[config.mk]
export PLATFORM = sky130hd
export DESIGN_NAME = instr_mem_loader_flat
export DESIGN_NICKNAME = d
export VERILOG_FILES = /design/src/rtl/instr_mem_loader_if.sv /design/src/rtl/instr_mem_loader.sv /design/src/flat_wrapper.sv
export SDC_FILE = /design/constraint.sdc
export NUM_CORES = 1
export LEC_CHECK = 0
export ABC_CLOCK_PERIOD_IN_PS = 1850
export BUFFER_PORTS_ARGS = -buffer_cell sky130_fd_sc_hd__buf_2
export CORE_ASPECT_RATIO = 1.75
export CORE_MARGIN = 2
export CORE_UTILIZATION = 49
export CTS_CLUSTER_DIAMETER = 50
export DETAILED_ROUTE_END_ITERATION = 10
export PLACE_DENSITY = 0.81
export SETUP_SLACK_MARGIN = 0.2
export SYNTH_ARGS = -nofsm -noshare
export SYNTH_HDL_FRONTEND = slang
export SYNTH_SLANG_ARGS = --single-unit
[constraint.sdc]
create_clock -name clk -period 1.85 [get_ports clk]
set_input_delay 0.185 -clock clk [delete_from_list [all_inputs] [get_ports clk]]
set_output_delay 0.185 -clock clk [all_outputs]
set_load 0.01 [all_outputs]
[src/rtl/instr_mem_loader_if.sv]
// Boot-loader bus bundle.
// Carries the load command (start/num_words), the upstream byte stream
// (byte_valid/byte_data/byte_ready), the instruction-memory write port
// (mem_we/mem_addr/mem_wdata) and the core reset plus status flags.
//   master : the loader itself (drives byte_ready, memory writes, core reset, status)
//   slave  : the surrounding system (drives command and byte stream)
interface instr_mem_loader_if #(
  parameter int ADDR_WIDTH = 10
);
  logic                  start;
  logic [ADDR_WIDTH:0]   num_words;
  logic                  byte_valid;
  logic [7:0]            byte_data;
  logic                  byte_ready;
  logic                  mem_we;
  logic [ADDR_WIDTH-1:0] mem_addr;
  logic [31:0]           mem_wdata;
  logic                  core_rst_n;
  logic                  busy;
  logic                  done;
  logic                  err;

  modport master (
    input  start, num_words, byte_valid, byte_data,
    output byte_ready, mem_we, mem_addr, mem_wdata, core_rst_n, busy, done, err
  );

  modport slave (
    output start, num_words, byte_valid, byte_data,
    input  byte_ready, mem_we, mem_addr, mem_wdata, core_rst_n, busy, done, err
  );
endinterface

[src/rtl/instr_mem_loader.sv]
// Boot-time instruction-memory loader.
// Packs an incoming byte stream little-endian into 32-bit words, writes them
// to consecutive word addresses starting at 0, and holds the core in reset
// until the whole image has been written.
// Ports:
//   clk    : system clock, rising edge
//   rst_n  : asynchronous active-low reset
//   bus    : instr_mem_loader_if.master (command, byte stream, memory write
//            port, core_rst_n, busy/done/err status); all outputs registered
module instr_mem_loader #(
  parameter int ADDR_WIDTH = 10
) (
  input  logic                clk,
  input  logic                rst_n,
  instr_mem_loader_if.master  bus
);

  typedef enum logic [1:0] {IDLE, LOAD, WRITE, DONE} state_t;

  // Largest legal image: exactly fills the memory.
  localparam logic [ADDR_WIDTH:0] MAX_WORDS = {1'b1, {ADDR_WIDTH{1'b0}}};

  state_t              state;
  logic [1:0]          byte_cnt;
  logic [ADDR_WIDTH:0] word_cnt;
  logic [ADDR_WIDTH:0] num_words_q;
  logic [ADDR_WIDTH:0] word_cnt_inc;
  logic                start_ok;

  assign word_cnt_inc = word_cnt + (ADDR_WIDTH+1)'(1);
  // start is only honoured when no load is in flight.
  assign start_ok     = bus.start && (state == IDLE || state == DONE);

  // NOTE: all state and outputs use non-blocking assignments so every register
  // samples the pre-edge values; blocking here would create ordering races.
  always_ff @(posedge clk or negedge rst_n) begin
    if (!rst_n) begin
      state          <= IDLE;
      byte_cnt       <= '0;
      word_cnt       <= '0;
      num_words_q    <= '0;
      bus.byte_ready <= 1'b0;
      bus.mem_we     <= 1'b0;
      bus.mem_addr   <= '0;
      bus.mem_wdata  <= '0;
      bus.core_rst_n <= 1'b0;
      bus.busy       <= 1'b0;
      bus.done       <= 1'b0;
      bus.err        <= 1'b0;
    end else begin
      // Write strobe is a single-cycle pulse unless WRITE is entered below.
      bus.mem_we <= 1'b0;

      if (start_ok) begin
        if (bus.num_words == '0) begin
          // Empty image: nothing to write, release the core straight away.
          state          <= DONE;
          bus.done       <= 1'b1;
          bus.core_rst_n <= 1'b1;
          bus.err        <= 1'b0;
        end else if (bus.num_words > MAX_WORDS) begin
          state          <= IDLE;
          bus.err        <= 1'b1;
          bus.done       <= 1'b0;
          bus.core_rst_n <= 1'b0;
        end else begin
          state          <= LOAD;
          num_words_q    <= bus.num_words;
          word_cnt       <= '0;
          byte_cnt       <= '0;
          bus.err        <= 1'b0;
          bus.done       <= 1'b0;
          bus.core_rst_n <= 1'b0;
          bus.busy       <= 1'b1;
          bus.byte_ready <= 1'b1;
        end
      end else begin
        case (state)
          LOAD: begin
            if (bus.byte_valid && bus.byte_ready) begin
              // Every lane is overwritten per word, so no clearing between words.
              bus.mem_wdata[{byte_cnt, 3'b000} +: 8] <= bus.byte_data;
              byte_cnt <= byte_cnt + 2'd1;
              if (byte_cnt == 2'd3) begin
                state          <= WRITE;
                bus.byte_ready <= 1'b0;
                bus.mem_we     <= 1'b1;
                bus.mem_addr   <= word_cnt[ADDR_WIDTH-1:0];
              end
            end
          end
          WRITE: begin
            word_cnt <= word_cnt_inc;
            if (word_cnt_inc == num_words_q) begin
              state          <= DONE;
              bus.busy       <= 1'b0;
              bus.done       <= 1'b1;
              bus.core_rst_n <= 1'b1;
            end else begin
              state          <= LOAD;
              bus.byte_ready <= 1'b1;
            end
          end
          default: ;
        endcase
      end
    end
  end

endmodule

[src/flat_wrapper.sv]
// flat-port wrapper written by rule: the top's interface ports become plain ports
module instr_mem_loader_flat 
#(
  parameter int ADDR_WIDTH = 10
)
  (clk, rst_n, bus_start, bus_num_words, bus_byte_valid, bus_byte_data, bus_byte_ready, bus_mem_we, bus_mem_addr, bus_mem_wdata, bus_core_rst_n, bus_busy, bus_done, bus_err);
  instr_mem_loader_if #(.ADDR_WIDTH(ADDR_WIDTH)) bus_i ();
  input  logic clk;
  input  logic rst_n;
  input wire logic [$bits(bus_i.start)-1:0] bus_start;
  input wire logic [$bits(bus_i.num_words)-1:0] bus_num_words;
  input wire logic [$bits(bus_i.byte_valid)-1:0] bus_byte_valid;
  input wire logic [$bits(bus_i.byte_data)-1:0] bus_byte_data;
  output wire logic [$bits(bus_i.byte_ready)-1:0] bus_byte_ready;
  output wire logic [$bits(bus_i.mem_we)-1:0] bus_mem_we;
  output wire logic [$bits(bus_i.mem_addr)-1:0] bus_mem_addr;
  output wire logic [$bits(bus_i.mem_wdata)-1:0] bus_mem_wdata;
  output wire logic [$bits(bus_i.core_rst_n)-1:0] bus_core_rst_n;
  output wire logic [$bits(bus_i.busy)-1:0] bus_busy;
  output wire logic [$bits(bus_i.done)-1:0] bus_done;
  output wire logic [$bits(bus_i.err)-1:0] bus_err;
  assign bus_i.start = bus_start;
  assign bus_i.num_words = bus_num_words;
  assign bus_i.byte_valid = bus_byte_valid;
  assign bus_i.byte_data = bus_byte_data;
  assign bus_byte_ready = bus_i.byte_ready;
  assign bus_mem_we = bus_i.mem_we;
  assign bus_mem_addr = bus_i.mem_addr;
  assign bus_mem_wdata = bus_i.mem_wdata;
  assign bus_core_rst_n = bus_i.core_rst_n;
  assign bus_busy = bus_i.busy;
  assign bus_done = bus_i.done;
  assign bus_err = bus_i.err;
  instr_mem_loader #(.ADDR_WIDTH(ADDR_WIDTH)) u_core (.clk(clk), .rst_n(rst_n), .bus(bus_i));
endmodule
==> metrics, run 1 <==
syn_area_per_cell 9.75 um2; met1 wire length 3.63 mm; Synth Warn # 0; met3 wire length 532 um; final setup TNS -0.735 ns; largest stage delay on the critical path 0.45 ns; ranking of synthesized cells by area dfrtp_1 52%, nand2_1 8.6%, o21ai_0 7.7%, mux2_2 6.1%, ha_1 3.2%; crit start category flop; failing checks negative setup slack; number of buffers and inverters on the critical path 2; RSZ-0062 raised after global routing yes; ys flop type dfrtp_1; Die W 68.1 um; largest delay contributor family on the critical path compound AO/OA/AOI/OAI gates; clock latency on the worst-skew pair 0.34 ns; 1st-iter DRT viols 296; area grow syn2layout 43.6%; synthesized area 0.00352 mm2; Synth async-reset ratio 100%; Finished Core Util 73.2%; grt total ovfl 0; Synth Register Bits 73; final worst setup slack -0.271 ns; Placed Instances 529; std cell rows 40; TritonCTS Sinks 73; Antenna Diode Count 0; First-pass DRT Iterations 5; fin crit period 2.12 ns; nets 505; Max Slew Vio Count 0; fin cells 560; Hold Crit Class input pin to flop; antenna violations before repair 0; pin count of the biggest net entering global routing 49; GRT Overall Usage 25.8%; commonest non-fill, non-tap cells in the layout 73 x nand2_1, 70 x buf_2, 68 x dfrtp_1; Die Y 116 um; FF/Latch Area 0.00183 mm2; Mapped Nets 393; Final period util 115%; # DRC 0; headroom to the max-slew limit 69.1%; Final HPWL DP 6.56 mm; total CTS buffers 9; worst slack at placement -0.0916 ns; sequential area share after synthesis 51.9%; fmax 0.472 GHz; Die ar. 0.00791 mm2; CTS clk-pin slew, worst paths 0.06 ns; Power Dens Cells 1450 mW/mm2; Clock Root Buffer clkbuf_16; Post-synth EDFFs 0; DRT antenna net count 0; vias post-DR 3,345; first-pass GRT wire length 15.0 mm; Cell Chain, Critical Path buf_6, buf_4, nand4bb_1, o2111ai_2, o21ai_2, a2111oi_4, nand4_1, a21o_1; LEAKAGE 2.40 nW; Worst EP required 2.07 ns; Yosys top cell by area dfrtp_1; WL per Instance 19.5 um; met2 WL 6.14 mm; Port-buffer cells 70; initial core utilization 51.0%; uppermost layer routed met4; share of post-route cells with drive strength above 1 45.8%; top-area cell type share of the netlist area 51.9%; multi-input logic area 0.00201 mm2; Worst VDD drop 1.06 mV; gpl congestion 0.873; Worst path slowest cell dfrtp_1; Final Hold Viols 0; Worst Setup End Kind flop; commonest non-fill, non-tap cell in the layout nand2_1; vias in the first global route 3,211; endpoints failing setup 4; drt total wl 10.9 mm; critical-path maximum fanout 6; H-tree depth 3; CTS tree yes; Mapped Cells 361; Boundary Pins 71; hold_ws 0.0782 ns; Slew @ Worst Pin 0.460 ns; arrival time at the worst endpoint 2.34 ns; distinct cell type count of the synthesized netlist 42; CORE AREA 0.00691 mm2; post-route clock skew 0.00514 ns; maxcap violations 0; Crit Path Category flop to flop; fill count 454; Max Root-Sink Buffers 2; vias per cell 5.97; status finished with violations
area by class of cell:
| type | count | area share, % |
|---|---|---|
| Clock inverter | 3 | 0.841 |
| Sequential cell | 73 | 36.2 |
| Clock buffer | 11 | 4.80 |
| Timing Repair Buffer | 120 | 15.8 |
| Multi-Input combinational cell | 262 | 39.7 |
| Tap cell | 84 | 2.08 |
| Inverter | 7 | 0.520 |
state kept, by name (all words and copies together) (netlist names), 2 cells and up:
signal	cells
u_core.state	2
u_core.bus.mem_addr	10
u_core.num_words_q	11
u_core.bus.mem_wdata	32
u_core.byte_cnt	2
u_core.word_cnt	11
kinds of logic after synthesis:
| kind of cell | count (synthesis) | synth area share, % |
|---|---|---|
| mux | 19 | 6.08 |
| xor+xnor | 12 | 2.99 |
| flops | 73 | 51.9 |
| simple gates | 137 | 18.1 |
| compound gates | 85 | 14.4 |
| buf+inv | 26 | 3.41 |
| fa+ha+maj | 9 | 3.20 |
worst reg2reg max path, cell delays in order (launching register included):
cell and delay (ns):
dfrtp_1 0.45, buf_6 0.16, buf_4 0.16, nand4bb_1 0.24
o2111ai_2 0.21, o21ai_2 0.14, a2111oi_4 0.20, nand4_1 0.21
a21o_1 0.23
repair_timing:
| action | CTS | global route |
|---|---|---|
| setup endpoints to repair | 43 | 65 |
| resized for setup | 50 | 49 |
| pin swaps | 16 | 21 |
| gates cloned | 2 | 0 |
| endpoints found under the hold margin | 73 | 0 |
| hold buffers | 1 | 0 |
| setup buffers | 11 | 3 |
Yosys cell counts, types with 4 or more instances:
master	number
a21oi_1	4
a31oi_1	6
and3_1	5
buf_4	5
clkbuf_1	11
dfrtp_1	73
ha_1	9
inv_1	7
mux2_2	19
nand2_1	81
nand3_1	8
nand4_1	6
nor2_1	16
o21ai_0	54
xnor2_1	9
routing by layer:
| metal | vias up | GRT usage (%) |
|---|---|---|
| met4 | 0 | 17.6 |
| met1 | 1653 | 25.9 |
| met3 | 45 | 5.30 |
| li1 | 1492 | - |
| met5 | - | 0 |
| met2 | 155 | 46.0 |
path summary, 6_finish.rpt:
path                                                      start  depth (start not counted)                              endpoint  slack (ns)
max in group asynchronous                                 rst_n                          3        u_core.word_cnt[1]$_DFFE_PN0P_        1.15
setup reg to reg                 u_core.word_cnt[2]$_DFFE_PN0P_                          8           u_core.bus.busy$_DFFE_PN0P_       -0.27
hold / removal                                bus_num_words[10]                          2           u_core.state[0]$_DFFE_PN0P_        0.08
hold reg to reg            u_core.bus.mem_wdata[29]$_DFFE_PN0P_                          2  u_core.bus.mem_wdata[29]$_DFFE_PN0P_        0.47
setup / recovery                 u_core.word_cnt[2]$_DFFE_PN0P_                          8           u_core.bus.busy$_DFFE_PN0P_       -0.27
min in group asynchronous                                 rst_n                          3  u_core.bus.mem_wdata[22]$_DFFE_PN0P_        0.37
report_power, final:
group / total, mW / leakage [nW] / internal (mW) / switching [mW]
clock network: 1.70 / 0.137 / 1.06 / 0.642
logic: 3.25 / 1.30 / 1.53 / 1.72
registers: 2.36 / 0.962 / 1.98 / 0.382
per-stage QoR:
step	power, mW	cell area [um2]
after global routing	7.62	5060
after floorplan	3.72	3620
final	7.31	5060
after global placement	4.38	4250
after detailed placement	4.48	4250
after CTS	6.73	4800
Note: power is estimated with default switching activity, not from simulation.
==> run 2, diff against run 1 <==
PLACE_DENSITY = 0.79   (was 0.81)
==> run 2 against run 1 <==
The flow still finishes with violations (negative setup slack). Sequential share of layout area up 0.66 points. Via count decreased by 3.0%. Register-to-register slack improved by 0.22 ns. Wire length decreased by 8.9%. Global-route usage fell by 0.086 points. Largest power group unchanged. Core utilization shrank 1.3 points. Clock skew decreased by 0.0023 ns. Combinational power is 8.6% lower. Critical path type unchanged. Final cell count grew 0.54%. Maximum frequency up 12%. Flip-flop and latch count unchanged.
==> metrics, run 2 (synthesis gave the netlist of run 1 again) <==
status finished with violations; failing checks negative setup slack; met1 usage 26.4%; Die ar. 0.00791 mm2; crit start category flop; grt total ovfl 0; arrival time at the worst endpoint 2.12 ns; Largest register FFs 32; GR peak layer met2; antenna violations before repair 0; Boundary Pins 71; Clock Root Buffer clkbuf_16; drt total wl 9.97 mm; share of post-route cells with drive strength above 1 44.7%; Worst VDD drop 1.13 mV; Final period util 103%; post-route clock skew 0.00288 ns; Biggest register u_core.bus.mem_wdata; CORE AREA 0.00691 mm2; clock latency on the worst-skew pair 0.34 ns; CTS tree yes; Antenna Diode Count 0; FF/Latch Area 0.00183 mm2; nets 507; LEAKAGE 2.39 nW; multi-input logic area 0.00194 mm2; First-pass DRT Iterations 6; Port-buffer cells 70; commonest non-fill, non-tap cell in the layout nand2_1; fin cells 563; r2r worst-path depth 6; biggest regs u_core.bus.mem_wdata x32, u_core.num_words_q x11, u_core.word_cnt x11; vias in the first global route 3,165; first-pass GRT wire length 15.0 mm; TritonCTS Sinks 73; GRT Overall Usage 25.8%; WL per Instance 17.7 um; # DRC 0; final worst setup slack -0.0472 ns; Final HPWL DP 6.64 mm; endpoints failing setup 2; Die W 68.1 um; Crit Path Category flop to flop; vias post-DR 3,244; Hold Path Cell Cnt 2; 1st-iter DRT viols 238; fin crit period 1.90 ns; pin count of the biggest net entering global routing 33; H-tree depth 3; Power Dens Cells 1380 mW/mm2; headroom to the max-slew limit 69.4%; gpl congestion 0.886; Overall Power 6.87 mW; Final Hold Viols 0; Max Slew Vio Count 0; vias per cell 5.76; std cell rows 40; CTS clk-pin slew, worst paths 0.05 ns; area grow syn2layout 41.2%; Placed Instances 532; total CTS buffers 9; commonest non-fill, non-tap cells in the layout 74 x nand2_1, 70 x buf_2, 67 x dfrtp_1; fmax 0.527 GHz; Max Root-Sink Buffers 2; RSZ-0062 raised after global routing yes; fill count 494; Die Y 116 um; critical-path maximum fanout 4; Worst EP required 2.07 ns; DRT antenna net count 0; Worst Setup End Kind flop; GR Layer Usage met3 6.45%; maxcap violations 0; Hold Crit Class input pin to flop; M2 GR Usage 46.4%; initial core utilization 51.0%; Slew @ Worst Pin 0.459 ns
run 2: path summary, 6_finish.rpt:
kind                                                         to  slack [ns]                           startpoint
setup reg to reg                    u_core.bus.busy$_DFFE_PN0P_       -0.05       u_core.word_cnt[1]$_DFFE_PN0P_
min in group asynchronous        u_core.word_cnt[6]$_DFFE_PN0P_        0.35                                rst_n
max in group asynchronous  u_core.bus.mem_wdata[11]$_DFFE_PN0P_        0.74                                rst_n
hold reg to reg             u_core.bus.mem_wdata[5]$_DFFE_PN0P_        0.47  u_core.bus.mem_wdata[5]$_DFFE_PN0P_
hold / removal                      u_core.state[0]$_DFFE_PN0P_        0.07                    bus_num_words[10]
setup / recovery                    u_core.bus.busy$_DFFE_PN0P_       -0.05       u_core.word_cnt[1]$_DFFE_PN0P_
run 2: per-layer routing:
| metal | up-vias | wire length, um |
|---|---|---|
| met3 | 26 | 529 |
| li1 | 1492 | - |
| met5 | - | 0 |
| met2 | 146 | 5660 |
| met4 | 0 | 318 |
| met1 | 1580 | 3450 |
run 2: power breakdown:
group / leakage (nW) / internal (mW) / switching, mW
logic: 1.30 / 1.43 / 1.54
registers: 0.961 / 1.98 / 0.346
clock network: 0.135 / 0.926 / 0.644
run 2: worst max-delay path, stage by stage, from the launching register on:
cell and delay [ns]:
dfrtp_2 0.44, nand4_2 0.15, nor3_1 0.07, or3_4 0.41
a2111oi_4 0.34, nand4_1 0.16, a21o_1 0.20
run 2: what timing repair did:
item	in CTS	in global routing
gates cloned	1	1
pin swaps	24	11
setup buffers	5	8
hold buffers	1	0
setup endpoints to repair	50	61
resized for setup	50	39
endpoints found under the hold margin	16	0
run 2: cell type report:
class | instances | share of cell area (%)
inverters | 7 | 0.579
flip-flops and latches | 73 | 36.9
clock buffers | 11 | 4.88
multi-input cells | 262 | 39.0
repair buffers | 122 | 16.1
well taps | 84 | 2.11
clock inverters | 4 | 0.403
run 2: metrics by stage:
step | util, % | setup WS, ns | cell area (um2) | hold slack, ns | setup TNS, ns
after floorplan | - | 0.0449 | 3620 | -0.111 | 0
after global placement | 61.9 | -0.0514 | 4270 | 0.150 | -0.336
after detailed placement | 61.9 | -0.0588 | 4270 | 0.145 | -0.331
after CTS | 68.8 | -0.00508 | 4750 | 0.0603 | -0.00508
after global routing | 72.0 | -0.111 | 4970 | 0.0676 | -0.268
final | 72.0 | -0.0472 | 4970 | 0.0717 | -0.0683
==> run 3, diff against run 2 <==
CTS_CLUSTER_DIAMETER = unset   (was 50)
RECOVER_POWER = 100   (was unset)
==> run 3 against run 2 <==
The flow still finishes with violations (negative setup slack). Via count barely moved. Largest power group unchanged. Critical path depth did not move. Power fell by 0.48%. Die area did not move. Register-to-register slack barely moved. Flip-flop and latch count did not move. Non-clock buffer count did not move. Sequential share of layout area rose by 0.48 points.
==> metrics, run 3 (synthesis gave the netlist of run 1 again) <==
TritonCTS Sinks 73; Slew @ Worst Pin 1.07 ns; Clock Root Buffer clkbuf_16; Worst EP required 2.07 ns; antenna violations before repair 0; final worst setup slack -0.0569 ns; Worst VDD drop 1.13 mV; Biggest register u_core.bus.mem_wdata; vias per cell 5.76; Die ar. 0.00791 mm2; drt total wl 10.0 mm; vias post-DR 3,242; share of post-route cells with drive strength above 1 34.9%; commonest non-fill, non-tap cell in the layout nand2_1; Antenna Diode Count 0; switching power 2.54 mW; status finished with violations; post-route clock skew 0.00325 ns; part of the power in registers 34.1%; DRT antenna net count 0; Die W 68.1 um; Max Root-Sink Buffers 2; gpl congestion 0.886; critical-path maximum fanout 4; arrival time at the worst endpoint 2.13 ns; fill count 513; Crit Path Category flop to flop; CTS clk-pin slew, worst paths 0.05 ns; std cell rows 40; Final Hold Viols 0; first-pass GRT wire length 15.0 mm; area grow syn2layout 39.3%; Max Slew Vio Count 0; Placed Instances 532; Worst Setup End Kind flop; Clk pwr share 22.9%; GRT Overall Usage 25.8%; initial core utilization 51.0%; fin crit period 1.91 ns; cell-internal power 4.29 mW; WL per Instance 17.8 um; Final HPWL DP 6.64 mm; final setup TNS -0.0799 ns; nets 507; fmax 0.524 GHz; headroom to the max-slew limit 28.7%; Largest register FFs 32; pin count of the biggest net entering global routing 33; Cell Chain, Critical Path nand4_2, nor3_1, or3_4, a2111oi_4, nand4_1, a21o_1; vias in the first global route 3,165; largest stage delay on the critical path 0.45 ns; H-tree depth 3; Gate power share 43.0%; First-pass DRT Iterations 5; Power Dens Cells 1390 mW/mm2; endpoints failing setup 2; clock latency on the worst-skew pair 0.34 ns; 1st-iter DRT viols 212; Worst path slowest cell dfrtp_2; RSZ-0062 raised after global routing yes; Boundary Pins 71; Hold Crit Class input pin to flop; Sw Share 37.2%; fin cells 563; biggest regs u_core.bus.mem_wdata x32, u_core.num_words_q x11, u_core.word_cnt x11; Port-buffer cells 70; LEAKAGE 2.19 nW; number of buffers and inverters on the critical path 0; CORE AREA 0.00691 mm2; Die Y 116 um; # DRC 0; commonest non-fill, non-tap cells in the layout 74 x nand2_1, 67 x dfrtp_1, 48 x clkbuf_1; grt total ovfl 0; crit start category flop; total CTS buffers 9; hold_ws 0.0717 ns; failing checks negative setup slack; maxcap violations 0; Final period util 103%; largest delay contributor family on the critical path simple AND/OR/NAND/NOR gates; CTS tree yes
==> run 3: cell types whose count changed in the layout (fill, tap and decap cells not counted) <==
cell	delta
buf_4	-2
buf_2	-45
clkbuf_1	+47
==> run 3: worst reg2reg max path: stages (launching register included) <==
cell       delay (ns)
dfrtp_2          0.45
nand4_2          0.16
nor3_1           0.07
or3_4            0.41
a2111oi_4        0.35
nand4_1          0.16
a21o_1           0.20
==> run 3: cell type report <==
| class | instances | area, um2 | area share (%) |
|---|---|---|---|
| repair buffers | 122 | 734 | 15.0 |
| inverters | 7 | 28.8 | 0.587 |
| clock inverters | 4 | 20.0 | 0.408 |
| multi-input cells | 262 | 1940 | 39.6 |
| well taps | 84 | 105 | 2.14 |
| clock buffers | 11 | 243 | 4.95 |
| flip-flops and latches | 73 | 1830 | 37.4 |
==> run 3: stage by stage <==
step	area, um2	setup WS (ns)	power, mW	utilization, %
finish	4910	-0.0569	6.83	71.0
global route	4910	-0.111	7.22	71.0
CTS	4750	-0.00508	6.47	68.8
detailed placement	4270	-0.0588	4.54	61.9
global placement	4270	-0.0514	4.43	61.9
floorplan	3620	0.0449	3.72	-
==> run 3: final timing paths <==
kind	startpoint	endpoint	slack (ns)	cells past startpoint
max	u_core.word_cnt[1]$_DFFE_PN0P_	u_core.bus.busy$_DFFE_PN0P_	-0.06	6
min	bus_num_words[10]	u_core.state[0]$_DFFE_PN0P_	0.07	2
max reg2reg	u_core.word_cnt[1]$_DFFE_PN0P_	u_core.bus.busy$_DFFE_PN0P_	-0.06	6
min reg2reg	u_core.bus.mem_wdata[5]$_DFFE_PN0P_	u_core.bus.mem_wdata[5]$_DFFE_PN0P_	0.48	2
max in group asynchronous	rst_n	u_core.word_cnt[1]$_DFFE_PN0P_	0.25	3
min in group asynchronous	rst_n	u_core.word_cnt[7]$_DFFE_PN0P_	0.58	2
==> run 3: metal layers <==
layer | vias up | routed length [um] | global-route usage, %
met2 | 145 | 5540 | 46.4
met3 | 35 | 587 | 6.45
met4 | 0 | 388 | 13.5
met1 | 1567 | 3500 | 26.4
li1 | 1495 | - | -
met5 | - | 0 | 0
==> run 3: repair_timing <==
| action | CTS | global route |
|---|---|---|
| setup buffers | 5 | 8 |
| hold endpoints to repair | 16 | 0 |
| setup endpoints to repair | 50 | 61 |
| gates resized for setup | 50 | 39 |
| gates cloned | 1 | 1 |
| pin swaps | 24 | 11 |
| hold buffers | 1 | 0 |
==> run 3: power by group through the flow <==
| stage | clock network, mW | registers (mW) | logic (mW) |
|---|---|---|---|
| floorplan | 0 | 2.35 | 1.37 |
| global placement | 0 | 2.29 | 2.14 |
| detailed placement | 0 | 2.31 | 2.23 |
| CTS | 1.60 | 2.29 | 2.58 |
| global route | 1.69 | 2.38 | 3.15 |
| finish | 1.57 | 2.33 | 2.94 |
